--- src/rtl/cpu_pkg.sv ---
// Shared CPU datapath constants and the operand-bypass source encoding.
package cpu_pkg;

  localparam int unsigned DATA_W      = 16;
  localparam int unsigned ADDR_W      = 4;
  localparam int unsigned STALL_CNT_W = 16;

  localparam logic [ADDR_W-1:0] REG_ZERO = '0;

  typedef enum logic [1:0] {
    FWD_RF,
    FWD_EX,
    FWD_MEM,
    FWD_ZERO
  } fwd_sel_e;

endpackage

--- src/rtl/id_ex_fwd_stage_if.sv ---
// ID/EX boundary bundle: decode fields and bypass sources in, EX-stage fields and stall out.
interface id_ex_fwd_stage_if
  #(parameter int unsigned DATA_W      = cpu_pkg::DATA_W,
    parameter int unsigned ADDR_W      = cpu_pkg::ADDR_W,
    parameter int unsigned STALL_CNT_W = cpu_pkg::STALL_CNT_W);

  logic                   id_valid;
  logic [ADDR_W-1:0]      id_src0_addr;
  logic [ADDR_W-1:0]      id_src1_addr;
  logic                   id_src0_used;
  logic                   id_src1_used;
  logic [ADDR_W-1:0]      id_dst_addr;
  logic                   id_we;
  logic                   id_is_load;
  logic [DATA_W-1:0]      rf_p0;
  logic [DATA_W-1:0]      rf_p1;
  logic [DATA_W-1:0]      ex_result;
  logic                   mem_valid;
  logic                   mem_we;
  logic [ADDR_W-1:0]      mem_dst_addr;
  logic [DATA_W-1:0]      mem_fwd_data;
  logic                   freeze;
  logic                   flush;

  logic                   id_stall;
  logic                   ex_valid;
  logic [DATA_W-1:0]      ex_op0;
  logic [DATA_W-1:0]      ex_op1;
  logic [ADDR_W-1:0]      ex_dst_addr;
  logic                   ex_we;
  logic                   ex_is_load;
  logic [STALL_CNT_W-1:0] stall_cnt;

  modport master (
    output id_valid, id_src0_addr, id_src1_addr, id_src0_used, id_src1_used,
           id_dst_addr, id_we, id_is_load, rf_p0, rf_p1, ex_result,
           mem_valid, mem_we, mem_dst_addr, mem_fwd_data, freeze, flush,
    input  id_stall, ex_valid, ex_op0, ex_op1, ex_dst_addr, ex_we, ex_is_load,
           stall_cnt
  );

  modport slave (
    input  id_valid, id_src0_addr, id_src1_addr, id_src0_used, id_src1_used,
           id_dst_addr, id_we, id_is_load, rf_p0, rf_p1, ex_result,
           mem_valid, mem_we, mem_dst_addr, mem_fwd_data, freeze, flush,
    output id_stall, ex_valid, ex_op0, ex_op1, ex_dst_addr, ex_we, ex_is_load,
           stall_cnt
  );

endinterface

--- src/rtl/id_ex_fwd_stage_fwd_mux.sv ---
// One operand's bypass: compares the source register against in-flight writers and picks the youngest.
module fwd_mux
  #(parameter int unsigned DATA_W = cpu_pkg::DATA_W,
    parameter int unsigned ADDR_W = cpu_pkg::ADDR_W)
  (
    input  logic [ADDR_W-1:0] src_addr,
    input  logic              ex_fwd_en,
    input  logic [ADDR_W-1:0] ex_dst_addr,
    input  logic [DATA_W-1:0] ex_data,
    input  logic              mem_fwd_en,
    input  logic [ADDR_W-1:0] mem_dst_addr,
    input  logic [DATA_W-1:0] mem_data,
    input  logic [DATA_W-1:0] rf_data,
    output logic [DATA_W-1:0] op
  );
  import cpu_pkg::*;

  fwd_sel_e sel;

  // R0 check comes first so a write to R0 in flight can never leak through.
  always_comb begin
    sel = FWD_RF;
    if (src_addr == ADDR_W'(REG_ZERO))
      sel = FWD_ZERO;
    else if (ex_fwd_en && (src_addr == ex_dst_addr))
      sel = FWD_EX;
    else if (mem_fwd_en && (src_addr == mem_dst_addr))
      sel = FWD_MEM;
  end

  always_comb begin
    op = rf_data;
    case (sel)
      FWD_ZERO: op = '0;
      FWD_EX:   op = ex_data;
      FWD_MEM:  op = mem_data;
      default:  op = rf_data;
    endcase
  end

endmodule

--- src/rtl/id_ex_fwd_stage.sv ---
// ID/EX pipeline register with EX/MEM operand bypass and load-use bubble insertion.
module id_ex_fwd_stage
  #(parameter int unsigned DATA_W      = cpu_pkg::DATA_W,
    parameter int unsigned ADDR_W      = cpu_pkg::ADDR_W,
    parameter int unsigned STALL_CNT_W = cpu_pkg::STALL_CNT_W)
  (
    input  logic               clk,
    input  logic               rst,
    id_ex_fwd_stage_if.slave   bus
  );
  import cpu_pkg::*;

  logic                   ex_valid_q;
  logic [DATA_W-1:0]      ex_op0_q;
  logic [DATA_W-1:0]      ex_op1_q;
  logic [ADDR_W-1:0]      ex_dst_q;
  logic                   ex_we_q;
  logic                   ex_is_load_q;
  logic [STALL_CNT_W-1:0] stall_cnt_q;

  logic                   ex_fwd_en;
  logic                   mem_fwd_en;
  logic                   hazard;
  logic [DATA_W-1:0]      op0_nxt;
  logic [DATA_W-1:0]      op1_nxt;

  // Load data is not available until MEM, so a load in EX is never a bypass source.
  assign ex_fwd_en  = ex_valid_q & ex_we_q & ~ex_is_load_q;
  assign mem_fwd_en = bus.mem_valid & bus.mem_we;

  assign hazard = bus.id_valid & ex_valid_q & ex_is_load_q & ex_we_q
                & (ex_dst_q != ADDR_W'(REG_ZERO))
                & ((bus.id_src0_used & (bus.id_src0_addr == ex_dst_q))
                 | (bus.id_src1_used & (bus.id_src1_addr == ex_dst_q)));

  fwd_mux #(.DATA_W(DATA_W), .ADDR_W(ADDR_W)) u_fwd_op0 (
    .src_addr     (bus.id_src0_addr),
    .ex_fwd_en    (ex_fwd_en),
    .ex_dst_addr  (ex_dst_q),
    .ex_data      (bus.ex_result),
    .mem_fwd_en   (mem_fwd_en),
    .mem_dst_addr (bus.mem_dst_addr),
    .mem_data     (bus.mem_fwd_data),
    .rf_data      (bus.rf_p0),
    .op           (op0_nxt)
  );

  fwd_mux #(.DATA_W(DATA_W), .ADDR_W(ADDR_W)) u_fwd_op1 (
    .src_addr     (bus.id_src1_addr),
    .ex_fwd_en    (ex_fwd_en),
    .ex_dst_addr  (ex_dst_q),
    .ex_data      (bus.ex_result),
    .mem_fwd_en   (mem_fwd_en),
    .mem_dst_addr (bus.mem_dst_addr),
    .mem_data     (bus.mem_fwd_data),
    .rf_data      (bus.rf_p1),
    .op           (op1_nxt)
  );

  always_ff @(posedge clk) begin
    if (rst) begin
      ex_valid_q   <= 1'b0;
      ex_op0_q     <= '0;
      ex_op1_q     <= '0;
      ex_dst_q     <= '0;
      ex_we_q      <= 1'b0;
      ex_is_load_q <= 1'b0;
      stall_cnt_q  <= '0;
    end else if (bus.flush) begin
      ex_valid_q   <= 1'b0;
      ex_we_q      <= 1'b0;
      ex_is_load_q <= 1'b0;
    end else if (bus.freeze) begin
      ex_valid_q   <= ex_valid_q;
    end else if (hazard) begin
      ex_valid_q   <= 1'b0;
      ex_we_q      <= 1'b0;
      ex_is_load_q <= 1'b0;
      if (stall_cnt_q != '1)
        stall_cnt_q <= stall_cnt_q + 1'b1;
    end else begin
      ex_valid_q   <= bus.id_valid;
      ex_op0_q     <= op0_nxt;
      ex_op1_q     <= op1_nxt;
      ex_dst_q     <= bus.id_dst_addr;
      ex_we_q      <= bus.id_we & bus.id_valid;
      ex_is_load_q <= bus.id_is_load;
    end
  end

  assign bus.id_stall    = hazard | bus.freeze;
  assign bus.ex_valid    = ex_valid_q;
  assign bus.ex_op0      = ex_op0_q;
  assign bus.ex_op1      = ex_op1_q;
  assign bus.ex_dst_addr = ex_dst_q;
  assign bus.ex_we       = ex_we_q;
  assign bus.ex_is_load  = ex_is_load_q;
  assign bus.stall_cnt   = stall_cnt_q;

endmodule

--- src/flat_wrapper.sv ---
// flat-port wrapper written by rule: the top's interface ports become plain ports
module id_ex_fwd_stage_flat import cpu_pkg::*;
#(parameter int unsigned DATA_W      = cpu_pkg::DATA_W,
    parameter int unsigned ADDR_W      = cpu_pkg::ADDR_W,
    parameter int unsigned STALL_CNT_W = cpu_pkg::STALL_CNT_W)
  (clk, rst, bus_id_valid, bus_id_src0_addr, bus_id_src1_addr, bus_id_src0_used, bus_id_src1_used, bus_id_dst_addr, bus_id_we, bus_id_is_load, bus_rf_p0, bus_rf_p1, bus_ex_result, bus_mem_valid, bus_mem_we, bus_mem_dst_addr, bus_mem_fwd_data, bus_freeze, bus_flush, bus_id_stall, bus_ex_valid, bus_ex_op0, bus_ex_op1, bus_ex_dst_addr, bus_ex_we, bus_ex_is_load, bus_stall_cnt);
  id_ex_fwd_stage_if #(.DATA_W(DATA_W), .ADDR_W(ADDR_W), .STALL_CNT_W(STALL_CNT_W)) bus_i ();
  input  logic clk;
  input  logic rst;
  input wire logic [$bits(bus_i.id_valid)-1:0] bus_id_valid;
  input wire logic [$bits(bus_i.id_src0_addr)-1:0] bus_id_src0_addr;
  input wire logic [$bits(bus_i.id_src1_addr)-1:0] bus_id_src1_addr;
  input wire logic [$bits(bus_i.id_src0_used)-1:0] bus_id_src0_used;
  input wire logic [$bits(bus_i.id_src1_used)-1:0] bus_id_src1_used;
  input wire logic [$bits(bus_i.id_dst_addr)-1:0] bus_id_dst_addr;
  input wire logic [$bits(bus_i.id_we)-1:0] bus_id_we;
  input wire logic [$bits(bus_i.id_is_load)-1:0] bus_id_is_load;
  input wire logic [$bits(bus_i.rf_p0)-1:0] bus_rf_p0;
  input wire logic [$bits(bus_i.rf_p1)-1:0] bus_rf_p1;
  input wire logic [$bits(bus_i.ex_result)-1:0] bus_ex_result;
  input wire logic [$bits(bus_i.mem_valid)-1:0] bus_mem_valid;
  input wire logic [$bits(bus_i.mem_we)-1:0] bus_mem_we;
  input wire logic [$bits(bus_i.mem_dst_addr)-1:0] bus_mem_dst_addr;
  input wire logic [$bits(bus_i.mem_fwd_data)-1:0] bus_mem_fwd_data;
  input wire logic [$bits(bus_i.freeze)-1:0] bus_freeze;
  input wire logic [$bits(bus_i.flush)-1:0] bus_flush;
  output wire logic [$bits(bus_i.id_stall)-1:0] bus_id_stall;
  output wire logic [$bits(bus_i.ex_valid)-1:0] bus_ex_valid;
  output wire logic [$bits(bus_i.ex_op0)-1:0] bus_ex_op0;
  output wire logic [$bits(bus_i.ex_op1)-1:0] bus_ex_op1;
  output wire logic [$bits(bus_i.ex_dst_addr)-1:0] bus_ex_dst_addr;
  output wire logic [$bits(bus_i.ex_we)-1:0] bus_ex_we;
  output wire logic [$bits(bus_i.ex_is_load)-1:0] bus_ex_is_load;
  output wire logic [$bits(bus_i.stall_cnt)-1:0] bus_stall_cnt;
  assign bus_i.id_valid = bus_id_valid;
  assign bus_i.id_src0_addr = bus_id_src0_addr;
  assign bus_i.id_src1_addr = bus_id_src1_addr;
  assign bus_i.id_src0_used = bus_id_src0_used;
  assign bus_i.id_src1_used = bus_id_src1_used;
  assign bus_i.id_dst_addr = bus_id_dst_addr;
  assign bus_i.id_we = bus_id_we;
  assign bus_i.id_is_load = bus_id_is_load;
  assign bus_i.rf_p0 = bus_rf_p0;
  assign bus_i.rf_p1 = bus_rf_p1;
  assign bus_i.ex_result = bus_ex_result;
  assign bus_i.mem_valid = bus_mem_valid;
  assign bus_i.mem_we = bus_mem_we;
  assign bus_i.mem_dst_addr = bus_mem_dst_addr;
  assign bus_i.mem_fwd_data = bus_mem_fwd_data;
  assign bus_i.freeze = bus_freeze;
  assign bus_i.flush = bus_flush;
  assign bus_id_stall = bus_i.id_stall;
  assign bus_ex_valid = bus_i.ex_valid;
  assign bus_ex_op0 = bus_i.ex_op0;
  assign bus_ex_op1 = bus_i.ex_op1;
  assign bus_ex_dst_addr = bus_i.ex_dst_addr;
  assign bus_ex_we = bus_i.ex_we;
  assign bus_ex_is_load = bus_i.ex_is_load;
  assign bus_stall_cnt = bus_i.stall_cnt;
  id_ex_fwd_stage #(.DATA_W(DATA_W), .ADDR_W(ADDR_W), .STALL_CNT_W(STALL_CNT_W)) u_core (.clk(clk), .rst(rst), .bus(bus_i));
endmodule
--- config.mk ---
export PLATFORM = sky130hd
export DESIGN_NAME = id_ex_fwd_stage_flat
export DESIGN_NICKNAME = d
export VERILOG_FILES = /design/src/rtl/cpu_pkg.sv /design/src/rtl/id_ex_fwd_stage_if.sv /design/src/rtl/id_ex_fwd_stage_fwd_mux.sv /design/src/rtl/id_ex_fwd_stage.sv /design/src/flat_wrapper.sv
export SDC_FILE = /design/constraint.sdc
export NUM_CORES = 1
export LEC_CHECK = 0
export CAP_MARGIN = 20
export CORE_AREA = 2 2 115 106
export DETAILED_ROUTE_END_ITERATION = 8
export DIE_AREA = 0 0 117 108
export PLACE_DENSITY = 0.6
export SLEW_MARGIN = 20
export SYNTH_ARGS = -nofsm -noshare
export SYNTH_HDL_FRONTEND = slang
export SYNTH_SLANG_ARGS = --single-unit
--- constraint.sdc ---
create_clock -name clk -period 1.9 [get_ports clk]
set_input_delay 0.38 -clock clk [delete_from_list [all_inputs] [get_ports clk]]
set_output_delay 0.38 -clock clk [all_outputs]
set_load 0.02 [all_outputs]
== Yosys cells after proc, flatten, opt, wreduce, memory -nomap -nowiden ==
Cells that the tools add are included.

* $add $sub $neg: 1
* $mul: 0
* Divide/modulo/power cells: 0
* Order comparisons: 0
* Eq/ne operators: 11
* Shift operators: 0
* Multiplexer cells: 11
* Bitwise logic cells: 17
* Reductions and logical operators: 10

{| class="wikitable"
|+ Operators by type and width
! cell !! count
|-
| $pmux 16 s3 || 2
|-
| $add 16x1->16 const B || 1
|-
| $eq 4x4->1 || 4
|-
| $ne 16x16->1 const B || 1
|-
| $mux 2 || 6
|-
| $and 1x1->1 || 11
|-
| $eq 2x2->1 const B || 4
|-
| $logic_not 4->1 || 2
|-
| $eq 2x1->1 const B || 2
|-
| $logic_and 1x1->1 || 4
|-
| $not 1->1 || 4
|-
| $reduce_and 4->1 || 1
|-
| $reduce_bool 4->1 || 1
|-
| $mux 1 || 3
|-
| $reduce_and 3->1 || 1
|-
| $or 1x1->1 || 2
|-
| $reduce_or 2->1 || 1
|}

* Register bits after elaboration: 55
* Bits in latches: 0
* Memory bits (writable): 0
* Memory bits (read-only): 0
* Logic and storage cells: 57
* Memories kept: 0

== Longest topological paths before layout ==
* Depth after elaboration: 7
* Gate-level depth with buffers: 7
* Gate-level depth less buffers: 6

== Hierarchy ==
From an unflattened synthesis, not the netlist that was laid out.

* Cells, all modules: 384
* Area, all modules: 3474.6 µm²

{| class="wikitable"
|+ Modules (own cells, without submodules)
! module !! times used !! cells an instance !! area each (µm²)
|-
| id_ex_fwd_stage || 1 || 250 || 2341.0
|-
| fwd_mux || 2 || 67 || 566.8
|}

== Worst setup path after synthesis ==
Ideal clock, no wire load.

* Path type: register to output
* Start: register u_core.ex_dst_q[1] (netlist: u_core.bus.ex_dst_addr[1])
* End: output bus_id_stall
* Arrival time: 1.762 ns
* Required time: 1.520 ns
* Setup slack: -0.242 ns
* Stages on the path, launching flop included: 7
* Path buffers: 2
* Path through: dfxtp_1 xor2_1 nor4_4 a22oi_2 buf_4 buf_2 nand2b_1

* Word-level cells in the longest chain between the ends: 5

{| class="wikitable"
|+ RTL lines
! element !! RTL line !! source
|-
| start: declaration || id_ex_fwd_stage.sv:16 || <nowiki>logic [ADDR_W-1:0] ex_dst_q;</nowiki>
|-
| start signal: assignment || id_ex_fwd_stage.sv:85 || <nowiki>ex_dst_q <= bus.id_dst_addr;</nowiki>
|-
| $eq 4x4->1, on equally long branches || id_ex_fwd_stage.sv:33, id_ex_fwd_stage.sv:34 ||
|-
| $and 1x1->1, on equally long branches || id_ex_fwd_stage.sv:33, id_ex_fwd_stage.sv:34 ||
|-
| $or 1x1->1 || id_ex_fwd_stage.sv:34 || <nowiki>| (bus.id_src1_used & (bus.id_src1_addr == ex_dst_q)));</nowiki>
|-
| $and 1x1->1 (*) || id_ex_fwd_stage.sv:33 || <nowiki>& ((bus.id_src0_used & (bus.id_src0_addr == ex_dst_q))</nowiki>
|-
| $or 1x1->1 (*) || id_ex_fwd_stage.sv:91 || <nowiki>assign bus.id_stall = hazard | bus.freeze;</nowiki>
|-
| end: declaration || flat_wrapper.sv:27 || <nowiki>output wire logic [$bits(bus_i.id_stall)-1:0] bus_id_stall;</nowiki>
|}

Mark *: on every way between the ends. The rest lies on a longest branch, timed or not.

== Worst setup path after layout ==
Same ends and word-level chain as after synthesis.

==> flow_metrics.py <==
metrics = {
    "setup_path": {
        "crit_path_max_fanout": 4,
        "worstSetupPathType": "flip-flop to output port",
        "worst_ep_required_time_ps": 1520,
        "r2r_slack_ps": -200,
        "reg2regPathDepth": 7,
        "start_kind": "flip-flop",
        "r2r-start": "u_core.bus.ex_dst_addr[0]",
        "worst_ep_arrival_time_ps": 1730,
        "r2r_end": "u_core.bus.stall_cnt[13]",
        "crit_path_end_kind": "output port",
    },
    "die": {
        "fp.dieH_um": 108,
        "start_util_pct": 29.6,
        "dieWidth_um": 117,
        "ios": 147,
        "core_mm2": 0.0113,
        "rows": 37,
        "fp.dieArea_mm2": 0.0126,
    },
    "sta": {
        "layout_min_cycle_time_ps": 2110,
        "tns_ps": -6240,
        "hold_viol": 0,
        "whs_ps": 497,
        "rsz0062_at_grt": "yes",
        "setup_ws_ps": -210,
        "drv_slew": 0,
        "finalClockSkew_ps": 6.98,
        "setup_viol": 55,
        "fin_crit_sh_pct": 111,
        "relSlewSlack_pct": 61.5,
        "max_freq_mhz": 474,
        "worst_pin_slew_ps": 578,
    },
    "final_layout": {
        "diodes": 0,
        "drive_above_1_share_pct": 23.3,
        "stdcell_count": 770,
        "final_util_pct": 54.1,
        "nFillCells": 1053,
        "nets": 705,
        "final_area_mm2": 0.00614,
        "areaGrowthSynthToFinish_pct": 82.8,
    },
    "clocking": {
        "clock-sinks": 55,
        "root_buffer": "clkbuf_16",
        "cts.clk_slew.worst_paths_ps": 70,
        "holdBufCountCts": 0,
        "numCtsBuffers": 5,
        "cts_tree": "yes",
        "worstSkewPairLatency_ps": 290,
        "htreeDepth": 2,
        "clockBufferDepth": 2,
    },
    "global_routing": {
        "grt_max_degree": 33,
        "track_usage_pct": 20.4,
        "grt_pass1_vias": 3800,
        "use_met2_pct": 34.6,
        "gr-max-usage-layer": "met2",
        "grt_pass1_wl_um": 20100,
        "grt-ovfl-total": 0,
        "grt.met1_usage_pct": 27.8,
        "use_met3_pct": 2.30,
        "antenna_found_initial": 0,
    },
    "yosys": {
        "ys_async_sr_fraction_pct": 0,
        "synth_area_mm2": 0.00336,
        "yosysSeqAreaShare_pct": 32.8,
        "avgSynthCellArea_um2": 7.97,
        "ys_types": 41,
        "synth_edf_count": 0,
        "ys_ff_latch": 55,
        "syn_inst": 421,
        "yosys_most_used_dff": "dfxtp_1",
        "syn-num-nets": 513,
        "yosysWarnings": 0,
    },
    "flow_run": {
        "max_cap_violations": 0,
    },
    "hold_path": {
        "hp-start": "u_core.bus.ex_op1[4]",
        "hold_end": "u_core.bus.ex_op1[4]",
        "hold_path.class": "flip-flop to flip-flop",
        "worstHoldPathCells": 2,
    },
    "placed_design": {
        "port-buffer-count": 146,
        "hpwl_um": 8930,
        "preCtsSetupSlack_ps": -687,
        "dp_cells": 738,
        "gp_congestion": 0.864,
        "placed_area_mm2": 0.00545,
    },
    "detailed_routing": {
        "route.detailed.drc": 0,
        "vias": 3951,
        "drtIter0Drc": 194,
        "drt_pass1_iterations": 4,
        "wirelength_um": 13400,
        "postRouteAntennaNets": 0,
        "viasPerCell": 5.13,
        "wl_per_cell_um": 17.4,
    },
    "power": {
        "power.static_leakage_nw": 2.34,
        "power_density_mw_per_mm2": 492,
        "ir_drop_mv": 0.311,
        "power_mw": 3.02,
    },
    "run_status": {
        "violations": "setup timing",
        "outcome": "finished with violations",
    },
}
[state kept, by name, indices dropped and copies added, names as in the netlist]
register                flops
u_core.bus.stall_cnt       16
u_core.bus.ex_is_load       1
u_core.bus.ex_op0          16
u_core.bus.ex_valid         1
u_core.bus.ex_we            1
u_core.bus.ex_op1          16
u_core.bus.ex_dst_addr      4
[metal layers]
layer | vias up | wire length, µm | share of wire, %
met3 | 16 | 594 | 4.4
met1 | 1888 | 5820 | 43
met4 | 0 | 229 | 1.7
li1 | 1932 | - | -
met5 | - | 0 | 0
met2 | 115 | 6780 | 50
[kinds of logic (layout without fill, tap and decap cells)]
kind of cell / after synthesis / after routing / synth area share [%]
compound gates: 124 / 124 / 26.1
xor+xnor: 16 / 16 / 4.17
fa+ha+maj: 1 / 1 / 0.373
buf+inv: 37 / 230 / 4.73
flops: 55 / 55 / 32.8
mux: 11 / 11 / 3.54
simple gates: 177 / 177 / 28.3
[placed cells by master, fill, tap and decap left out, drive strengths merged, types with 5 or more instances in the layout]
| cell | synthesis | routed |
|---|---|---|
| nor3b | 5 | 5 |
| nand2 | 39 | 39 |
| mux2 | 7 | 7 |
| or4 | 6 | 6 |
| a311oi | 33 | 33 |
| nor4 | 7 | 7 |
| o21ai | 33 | 33 |
| buf | 10 | 74 |
| nor3 | 6 | 6 |
| nor2 | 48 | 48 |
| dfxtp | 55 | 55 |
| clkbuf | 24 | 7 |
| o31ai | 6 | 6 |
| nand3 | 8 | 8 |
| clkdlybuf4s50 | 0 | 134 |
| xor2 | 16 | 16 |
| a21boi | 32 | 32 |
| a21oi | 13 | 13 |
| dlygate4sd2 | 0 | 9 |
| and3 | 37 | 37 |
| nor2b | 7 | 7 |
[area by class of cell]
| cell class | count | area, µm² | area share, % |
|---|---|---|---|
| multi-input cells | 329 | 2400 | 39.2 |
| inverters | 3 | 11.3 | 0.184 |
| flip-flops and latches | 55 | 1120 | 18.3 |
| well taps | 156 | 195 | 3.18 |
| clock inverters | 2 | 11.3 | 0.184 |
| repair buffers | 219 | 2270 | 36.9 |
| clock buffers | 6 | 129 | 2.10 |
[synth_stat cells (8+ instances only)]
| master | instances | share of area, % |
|---|---|---|
| nand2_1 | 39 | 4.4 |
| a21boi_0 | 32 | 7.2 |
| o21ai_0 | 26 | 3.9 |
| dfxtp_1 | 55 | 33 |
| and3_1 | 37 | 6.9 |
| clkbuf_1 | 24 | 2.7 |
| nor2_1 | 48 | 5.4 |
| a311oi_1 | 33 | 8.6 |
| nand3_1 | 8 | 1.2 |
| a21oi_1 | 13 | 1.9 |
| xor2_1 | 16 | 4.2 |
[what timing repair did]
item,CTS,global route
resized for setup,41,35
cloned,7,1
endpoints found under the hold margin,0,0
setup endpoints to repair,56,57
pin swaps,35,17
setup buffers,13,5
[worst max-delay path by stage]
stage / startpoint / end / slack [ps] / cells past startpoint
after detailed placement: bus_id_src1_addr[3] / bus_id_stall / -690 / 6
after global placement: bus_id_src1_addr[3] / bus_id_stall / -660 / 6
after floorplan: u_core.bus.stall_cnt[1] / u_core.bus.stall_cnt[10] / -50 / 7
final: u_core.bus.ex_dst_addr[1] / bus_id_stall / -210 / 5
after global routing: u_core.bus.ex_dst_addr[1] / bus_id_stall / -290 / 5
after CTS: u_core.bus.ex_dst_addr[0] / u_core.bus.stall_cnt[11] / -200 / 7
[worst max-delay path, stage by stage (launching register included)]
cell and delay [ps]:
dfxtp_4 370, nor4_4 330, nor3b_2 100, a22oi_2 430, nand2b_4 70, buf_6 140
[power by group]
part,internal (mW),total (mW),switching [mW]
Combinational,0.471,0.856,0.385
Sequential,1.20,1.24,0.0377
Clock,0.490,0.928,0.438
(Power assumes the default switching activity.)
